File: src/rtl/vga_capture_monitor.sv
// Receive-side VGA monitor: verifies sync timing, locks to the frame, rebuilds active pixel
// coordinates/colour on pixel-enable cycles and produces a per-frame rgb checksum.
module vga_capture_monitor #(
  parameter int H_ACTIVE = 640,
  parameter int H_BACK   = 48,
  parameter int H_SYNC   = 96,
  parameter int H_TOTAL  = 800,
  parameter int V_ACTIVE = 480,
  parameter int V_BACK   = 33,
  parameter int V_SYNC   = 2,
  parameter int V_TOTAL  = 525,
  parameter bit SYNC_POL = 1'b0
) (
  input  logic        clk,
  input  logic        reset,
  input  logic        enable,
  input  logic        hSync,
  input  logic        vSync,
  input  logic [7:0]  rgb,
  output logic        locked,
  output logic        pixelValid,
  output logic [9:0]  xPix,
  output logic [9:0]  yPix,
  output logic [7:0]  rgbPix,
  output logic        frameDone,
  output logic [15:0] frameSum,
  output logic [7:0]  errCount,
  output logic [1:0]  dbg_state
);
  typedef enum logic [1:0] {HUNT = 2'd0, CHECK = 2'd1, LOCKED = 2'd2} state_e;

  localparam logic [9:0] CNT_MAX  = 10'h3FF;
  localparam logic [7:0] HSW_MAX  = 8'hFF;
  localparam logic [7:0] ERR_MAX  = 8'hFF;
  localparam logic [9:0] H_LAST   = 10'(H_TOTAL - 1);
  localparam logic [9:0] V_LAST   = 10'(V_TOTAL - 1);
  localparam logic [7:0] H_SYNC_W = 8'(H_SYNC);
  localparam logic [9:0] X_LO     = 10'(H_SYNC + H_BACK);
  localparam logic [9:0] X_HI     = 10'(H_SYNC + H_BACK + H_ACTIVE);
  localparam logic [9:0] Y_LO     = 10'(V_SYNC + V_BACK);
  localparam logic [9:0] Y_HI     = 10'(V_SYNC + V_BACK + V_ACTIVE);

  state_e      state_q, state_d;
  logic        sh_q, sh_d, sv_q, sv_d;
  logic [9:0]  hcnt_q, hcnt_d, vcnt_q, vcnt_d;
  logic [7:0]  hsw_q, hsw_d;
  logic        armed_q, armed_d;
  logic        locked_q, locked_d;
  logic        pv_q, pv_d;
  logic [9:0]  x_q, x_d, y_q, y_d;
  logic [7:0]  rgbp_q, rgbp_d;
  logic        fd_q, fd_d;
  logic [15:0] fsum_q, fsum_d, acc_q, acc_d;
  logic [7:0]  err_q, err_d;

  logic h_asrt, v_asrt, h_edge, v_edge;
  logic line_fail, frame_fail, sat_fail, viol, active;

  assign h_asrt = (hSync == SYNC_POL);
  assign v_asrt = (vSync == SYNC_POL);
  assign h_edge = enable && h_asrt && (sh_q != SYNC_POL);
  assign v_edge = enable && v_asrt && (sv_q != SYNC_POL);

  always_comb begin
    state_d    = state_q;
    sh_d       = sh_q;
    sv_d       = sv_q;
    hcnt_d     = hcnt_q;
    vcnt_d     = vcnt_q;
    hsw_d      = hsw_q;
    armed_d    = armed_q;
    locked_d   = locked_q;
    pv_d       = 1'b0;
    x_d        = x_q;
    y_d        = y_q;
    rgbp_d     = rgbp_q;
    fd_d       = 1'b0;
    fsum_d     = fsum_q;
    acc_d      = acc_q;
    err_d      = err_q;
    line_fail  = 1'b0;
    frame_fail = 1'b0;
    sat_fail   = 1'b0;
    viol       = 1'b0;
    active     = 1'b0;
    if (enable) begin
      sh_d   = hSync;
      sv_d   = vSync;
      hcnt_d = h_edge ? 10'd0 : ((hcnt_q == CNT_MAX) ? CNT_MAX : hcnt_q + 10'd1);
      hsw_d  = h_edge ? 8'd1 : ((h_asrt && hsw_q != HSW_MAX) ? hsw_q + 8'd1 : hsw_q);
      if (v_edge) vcnt_d = 10'd0;
      else if (h_edge) vcnt_d = (vcnt_q == CNT_MAX) ? CNT_MAX : vcnt_q + 10'd1;
      // A frame edge must land on a line edge; a mid-line vSync fails the frame check.
      line_fail  = h_edge && armed_q && (hcnt_q != H_LAST || hsw_q != H_SYNC_W);
      frame_fail = v_edge && (!h_edge || vcnt_q != V_LAST);
      sat_fail   = (hcnt_d == CNT_MAX && hcnt_q != CNT_MAX) ||
                   (vcnt_d == CNT_MAX && vcnt_q != CNT_MAX);
      viol       = (state_q != HUNT) && (line_fail || frame_fail || sat_fail);
      active     = (hcnt_d >= X_LO) && (hcnt_d < X_HI) && (vcnt_d >= Y_LO) && (vcnt_d < Y_HI);
      case (state_q)
        HUNT:    if (v_edge) state_d = CHECK;
        CHECK:   if (viol) state_d = HUNT; else if (v_edge) state_d = LOCKED;
        LOCKED:  if (viol) state_d = HUNT;
        default: state_d = HUNT;
      endcase
      if (viol && err_q != ERR_MAX) err_d = err_q + 8'd1;
      if (state_q == LOCKED && active) begin
        pv_d   = 1'b1;
        x_d    = hcnt_d - X_LO;
        y_d    = vcnt_d - Y_LO;
        rgbp_d = rgb;
      end
      if (state_q == LOCKED && v_edge && !viol) begin
        fd_d   = 1'b1;
        fsum_d = acc_q;
      end
      if (state_d == HUNT || fd_d) acc_d = 16'd0;
      else if (pv_d) acc_d = acc_q + {8'd0, rgb};
      // The first line edge after leaving HUNT has no trustworthy predecessor to measure.
      armed_d  = (state_d == HUNT) ? 1'b0 : (h_edge ? 1'b1 : armed_q);
      locked_d = (state_d == LOCKED);
    end
  end

  always_ff @(posedge clk) begin
    if (reset) begin
      state_q  <= HUNT;
      sh_q     <= ~SYNC_POL;
      sv_q     <= ~SYNC_POL;
      hcnt_q   <= 10'd0;
      vcnt_q   <= 10'd0;
      hsw_q    <= 8'd0;
      armed_q  <= 1'b0;
      locked_q <= 1'b0;
      pv_q     <= 1'b0;
      x_q      <= 10'd0;
      y_q      <= 10'd0;
      rgbp_q   <= 8'd0;
      fd_q     <= 1'b0;
      fsum_q   <= 16'd0;
      acc_q    <= 16'd0;
      err_q    <= 8'd0;
    end else begin
      state_q  <= state_d;
      sh_q     <= sh_d;
      sv_q     <= sv_d;
      hcnt_q   <= hcnt_d;
      vcnt_q   <= vcnt_d;
      hsw_q    <= hsw_d;
      armed_q  <= armed_d;
      locked_q <= locked_d;
      pv_q     <= pv_d;
      x_q      <= x_d;
      y_q      <= y_d;
      rgbp_q   <= rgbp_d;
      fd_q     <= fd_d;
      fsum_q   <= fsum_d;
      acc_q    <= acc_d;
      err_q    <= err_d;
    end
  end

  assign locked     = locked_q;
  assign pixelValid = pv_q;
  assign xPix       = x_q;
  assign yPix       = y_q;
  assign rgbPix     = rgbp_q;
  assign frameDone  = fd_q;
  assign frameSum   = fsum_q;
  assign errCount   = err_q;
  assign dbg_state  = state_q;
endmodule

File: config.mk
export PLATFORM = sky130hd
export DESIGN_NAME = vga_capture_monitor
export DESIGN_NICKNAME = d
export VERILOG_FILES = /design/src/rtl/vga_capture_monitor.sv
export SDC_FILE = /design/constraint.sdc
export NUM_CORES = 1
export LEC_CHECK = 0
export CAP_MARGIN = 20
export CORE_MARGIN = 5
export CORE_UTILIZATION = 50
export DETAILED_ROUTE_END_ITERATION = 16
export HOLD_SLACK_MARGIN = 0.06
export PLACE_DENSITY_LB_ADDON = 0.3
export SLEW_MARGIN = 15
export SYNTH_ARGS = -nofsm -noshare
export SYNTH_HDL_FRONTEND = slang
export SYNTH_SLANG_ARGS = --single-unit
File: constraint.sdc
create_clock -name clk -period 4.51 [get_ports clk]
set_input_delay 0.6765 -clock clk [delete_from_list [all_inputs] [get_ports clk]]
set_output_delay 0.6765 -clock clk [all_outputs]
set_load 0.005 [all_outputs]
-- After elaboration in Yosys (flattened, before gate mapping)
Cells that the tools add are included.
- flip-flop bits (word level): 104
- latch bits: 0
- bits in writable memories: 0
- bits in read-only memories: 0
- input port bits: 13
- output and inout port bits: 57
- logic and storage cells: 105
- memories: 0
- add/subtract/negate cells: 7
- multipliers: 0
- divide/modulo/power cells: 0
- $lt $le $gt $ge: 4
- eq/ne operators: 14
- shift operators: 0
- multiplexer cells: 22
- bitwise gates (word level): 3
- reductions and logical operators: 39
- operator list (cell ; count):
    $mux W10 ; 6
    $eq A10 B10 Y1 const B ; 4
    $ne A10 B10 Y1 const B ; 4
    $mux W16 ; 2
    $add A10 B1 Y10 const B ; 2
    $lt A10 B10 Y1 const B ; 2
    $logic_and A1 B1 Y1 ; 18
    $add A16 B8 Y16 ; 1
    $add A8 B1 Y8 const B ; 2
    $mux W8 ; 2
    $ne A8 B8 Y1 const B ; 2
    $reduce_and A2 Y1 ; 6
    $ge A10 B6 Y1 const B ; 1
    $ge A10 B8 Y1 const B ; 1
    $mux W2 ; 5
    $sub A10 B6 Y10 const B ; 1
    $sub A10 B8 Y10 const B ; 1
    $ne A8 B7 Y1 const B ; 1
    $reduce_bool A2 Y1 ; 4
    $logic_or A1 B1 Y1 ; 6
    $mux W1 ; 6
    $pmux W2 S3 ; 1
    $eq A2 B2 Y1 const B ; 2
    $logic_not A2 Y1 ; 2
    4 further kinds ; 7

-- Longest topological paths before layout
- word-level depth: 18
- gate-level depth with buffers: 15
- mapped depth without buffers: 13

-- Worst setup path before layout
Ideal clock, no wire load.
- path type: in2reg
- start point: input enable
- end point: register fsum_q[10], in the netlist frameSum[10]
- library setup time: 0.128 ns
- data arrival time: 3.290 ns
- data required time: 4.382 ns
- path slack: 1.092 ns
- cell stages on the path: 15
- path buffers: 4
- path through: clkbuf_1 nand3b_1 buf_1 o21ai_0 a31o_2 inv_1 ha_1 nand4_1 a2111oi_2 a311oi_2 nand3_1 buf_2 buf_4 mux2i_1 nor2_1
- word-level cells in the longest chain between the ends: 13
- elaborated cells on any way between the ends: 25
- RTL lines (item ; RTL line ; RTL):
    start, declared ; 16 ; input logic enable,
    $logic_and A1 B1 Y1 (2 in series) ; 61 ; assign h_edge = enable && h_asrt && (sh_q != SYNC_POL);
    $mux W10 ; 92 ; else if (h_edge) vcnt_d = (vcnt_q == CNT_MAX) ? CNT_MAX : vcnt_q + 10'd1;
    $mux W10 ; 91 ; if (v_edge) vcnt_d = 10'd0;
    $mux W10 ; 86 ; if (enable) begin
    $eq A10 B10 Y1 ; 97 ; (vcnt_d == CNT_MAX && vcnt_q != CNT_MAX);
    $logic_and A1 B1 Y1 ; 97 ;
    $logic_or A1 B1 Y1 ; 96 ; sat_fail = (hcnt_d == CNT_MAX && hcnt_q != CNT_MAX) ||
    $logic_or A1 B1 Y1 ; 98 ; viol = (state_q != HUNT) && (line_fail || frame_fail || sat_fail);
    $logic_and A1 B1 Y1 ; 98 ;
    $logic_not A1 Y1 ; 113 ; if (state_q == LOCKED && v_edge && !viol) begin
    $logic_and A1 B1 Y1 ; 113 ;
    $reduce_and A2 Y1 (no source line) * ; -- ;
    end signal, assigned ; 157 ; fsum_q <= fsum_d;
    end, declared ; 53 ; logic [15:0] fsum_q, fsum_d, acc_q, acc_d;
Mark *: on every way between the ends. The rest lies on a longest branch, timed or not. The select of a mux whose other input is x is not followed.
A chain may end at the register's enable or synchronous reset.

-- Final worst setup path
- start point: register hcnt_q[0]
- end point: register y_q[9], in the netlist yPix[9]
- word-level cells in the longest chain between the ends: 9
- elaborated cells on any way between the ends: 11
- RTL lines (item ; RTL line ; RTL):
    start, declared ; 45 ; logic [9:0] hcnt_q, hcnt_d, vcnt_q, vcnt_d;
    start signal, assigned ; 147 ; hcnt_q <= hcnt_d;
    $add A10 B1 Y10 or $eq A10 B10 Y1 (tied branches) ; 89 ; hcnt_d = h_edge ? 10'd0 : ((hcnt_q == CNT_MAX) ? CNT_MAX : hcnt_q + 10'd1);
    $mux W10 * (2 in series) ; 89 ;
    $ge A10 B8 Y1 or $lt A10 B10 Y1 (tied branches) ; 99 ; active = (hcnt_d >= X_LO) && (hcnt_d < X_HI) && (vcnt_d >= Y_LO) && (vcnt_d < Y_HI);
    $logic_and A1 B1 Y1 * (3 in series) ; 99 ;
    $logic_and A1 B1 Y1 * ; 107 ; if (state_q == LOCKED && active) begin
    $reduce_and A2 Y1 (no source line) * ; -- ;
    end signal, assigned ; 154 ; y_q <= y_d;
    end, declared ; 50 ; logic [9:0] x_q, x_d, y_q, y_d;
Mark *: on every way between the ends. The rest lies on a longest branch, timed or not.

==> key figures <==
STA
  – Worst rel slew slack: 0.363
  – Skew final: 9.55 ps
  – Hold slack: 455 ps
  – Setup TNS: 0 ps
  – Setup-failing EPs final: 0
  – Final hold vios: 0
  – RSZ-0062 raised after global routing: no
  – Tightest Pin Transition: 955 ps
  – Fmax: 254 MHz
  – Final period utilization: 0.874
  – Max-slew violation count: 0
  – Fin crit period: 3940 ps

GRT
  – Met3 GRT Util: 0.0370
  – First-pass GRT wire length: 23300 um
  – Top Usage Layer GRT: met2
  – Total GRT Usage: 0.218
  – Largest net degree at the start of global routing: 37
  – Grt ovf: 0
  – Vias in the first global route: 4681
  – Met2 Use GR: 0.348
  – GR Util met1: 0.297
  – Initial antenna violation count: 0

Final layout
  – Most common cell after layout, fill and taps aside: dfxtp_1
  – Ant. Diodes: 0
  – Filler instances: 989
  – Share of cells above drive strength 1: 0.0716
  – Most frequent cells in the layout: 104 x dfxtp_1, 78 x nor2_1, 72 x nand2_1, 68 x clkdlybuf4s50_1, 63 x a21oi_1
  – Nets: 753
  – P&R area growth vs syn: 19.3%

Setup path
  – Critical path's slowest cell: dfxtp_1
  – Critical path peak fanout: 19
  – Worst-path cell chain: ha_1 > nand4_1 > nor3_1 > buf_4 > nor2_1 > nor2_1 > inv_1 > ha_1 > a31o_2 > a2111oi_4 > o21a_1 > buf_4 > buf_4 > nor2_1 > a211oi_1
  – Startpoint types: flip-flop
  – WS Path Type: flip-flop to flip-flop
  – WP buf/inv: 4
  – CP arrival: 4240 ps
  – CP required: 4810 ps
  – Crit-path leading delay family: compound AO/OA/AOI/OAI gates
  – CP Capture Type: flip-flop
  – Reg2Reg Depth: 15
  – Worst path depth: 15
  – Crit-path max cell delay: 480 ps
  – R2R Setup Slk: 570 ps
  – R2r endpoint: yPix[9]$_SDFFE_PP0P_
  – R2R Path Start: hcnt_q[0]$_SDFFE_PP0P_

Power
  – Maximum VDD drop: 0.000179 V
  – P_leak: 2.36 nW
  – PwrDens: 261 mW/mm^2

Synth
  – Synth Flop Type: dfxtp_1
  – Yosys warns: 0
  – Sequential share of the synthesized area: 0.382
  – Mapped Area: 0.00545 mm^2
  – Instance count of the mapped netlist: 661
  – Synth Register Bits: 104
  – EDFF count, synth: 0
  – Post-synth cell types: 66
  – FFs w/ async S/R, synth: 0
  – Post-synthesis net count: 693
  – Synth Area per Inst: 8.25 um^2

Place
  – DP HPWL: 10200 um
  – PortBufs: 69
  – Placer Congestion: 0.911

CTS
  – CTS tree: done
  – CTS buffer count: 9
  – Clock slew at reported path FFs: 100 ps
  – Clk_lat worst skew: 380 ps
  – CTS Root Cell: clkbuf_8
  – Clock buffer depth: 2
  – CTS Sinks: 104
  – H-Tree Depth: 3
  – Resized Gates After CTS: 0
  – Setup Fix Bufs, Post-CTS: 0
  – # hold bufs at CTS: 0

Die
  – Starting density of the core: 0.508
  – IO Pins: 70
  – Vert. Die Dim: 114 um
  – Cell Rows: 38
  – Total die area: 0.0131 mm^2
  – CORE AREA: 0.0107 mm^2
  – Die width: 114 um

Hold path
  – Worst hold stages: 2
  – HP Start: xPix[7]$_SDFFE_PP0P_
  – Worst Hold End: xPix[7]$_SDFFE_PP0P_
  – Worst Hold Class: flip-flop to flip-flop

Detailed routing
  – Vias after detailed routing: 4949
  – Antenna Nets Post-Route: 0
  – Routed length per instance: 16.2 um
  – Initial DRC Count: 317
  – Vias/cell: 5.71
  – Routed wire length: 14000 um
  – DRC violations left: 0
  – TritonRoute pass-1 iters: 5

Flow run
  – Max Cap Viol: 0

Status
  – Status: completed
[area by class of cell]
class / instances / area [um^2] / area share
sequential: 104 / 2080 / 0.320
multi-input combinational: 503 / 3150 / 0.484
timing repair buffer: 87 / 821 / 0.126
clock buffer: 10 / 128 / 0.0196
clock inverter: 6 / 92.6 / 0.0142
inverter: 16 / 60.1 / 0.00923
tap: 140 / 175 / 0.0269
[power by group]
group,switching (mW),leakage (nW),total (mW),internal (mW)
sequential,0.0102,0.839,0.934,0.924
clock,0.334,0.108,0.651,0.317
combinational,0.0687,1.41,0.110,0.0417
total,0.413,2.36,1.70,1.28
[tightest hold or removal path, cell delays in order (launching register included)]
cell and delay [ps]:
dfxtp_1 320, nand2_1 50, a21oi_1 50
[through the flow]
step / utilization / cells / worst slack [ps] / cell area (um^2) / total power, mW
2_1_floorplan: - / 661 / 1090 / 5450 / 1.02
3_3_place_gp: 0.585 / 850 / 488 / 6280 / 1.06
3_5_place_dp: 0.585 / 850 / 372 / 6280 / 1.06
4_1_cts: 0.605 / 866 / 587 / 6500 / 1.71
5_1_grt: 0.605 / 866 / 248 / 6500 / 1.76
6_report: 0.605 / 866 / 570 / 6500 / 1.70
[routing by layer]
metal  vias up  share of wire
met1      2303           0.47
li1       2490              -
met3        16          0.056
met4         0          0.014
met2       140           0.46
met5         -              0
[kinds of logic (layout without fill, tap and decap cells)]
logic type      count (synthesis)  after routing  synth area share
mux                            24             24            0.0440
flops                         104            104             0.382
fa+ha+maj                      19             19            0.0450
simple gates                  275            275             0.251
compound gates                156            156             0.190
xor+xnor                       29             29            0.0466
buf+inv                        54            119            0.0413
[state kept, by name, summed over array words and instances, names as in the netlist, 8 cells and up]
name,flops
acc_q,16
errCount,8
frameSum,16
hcnt_q,10
hsw_q,8
rgbPix,8
vcnt_q,10
xPix,10
yPix,10
[worst max path at each step]
stage / from / endpoint / slack (ps)
detailed placement: enable / acc_q[11]$_SDFFE_PP0P_ / 370
global route: hcnt_q[1]$_SDFFE_PP0P_ / yPix[9]$_SDFFE_PP0P_ / 250
finish: hcnt_q[0]$_SDFFE_PP0P_ / yPix[9]$_SDFFE_PP0P_ / 570
floorplan: enable / frameSum[10]$_SDFFE_PP0P_ / 1090
global placement: enable / acc_q[11]$_SDFFE_PP0P_ / 490
CTS: hcnt_q[0]$_SDFFE_PP0P_ / yPix[9]$_SDFFE_PP0P_ / 590
[cells in the mapped netlist (6+ instances only)]
cell type	instances	area (um^2)
xnor2_1	15	131
nor3_1	13	65.1
dfxtp_1	104	2080
o31ai_1	6	45.0
nor4_1	11	68.8
or3_1	13	81.3
buf_2	15	75.1
nand4_1	15	93.8
nor2_1	78	293
nand3_1	22	110
nand2_1	72	270
inv_1	16	60.1
a21oi_1	63	315
nand2b_1	8	50.1
mux2i_1	24	240
ha_1	18	225
a211oi_1	10	75.1
xor2_1	14	123
o211ai_1	7	52.6
o21ai_0	24	120
and3_1	8	50.1
clkbuf_1	19	71.3
a21o_1	6	45.0
Note: power is estimated with default switching activity, not from simulation.
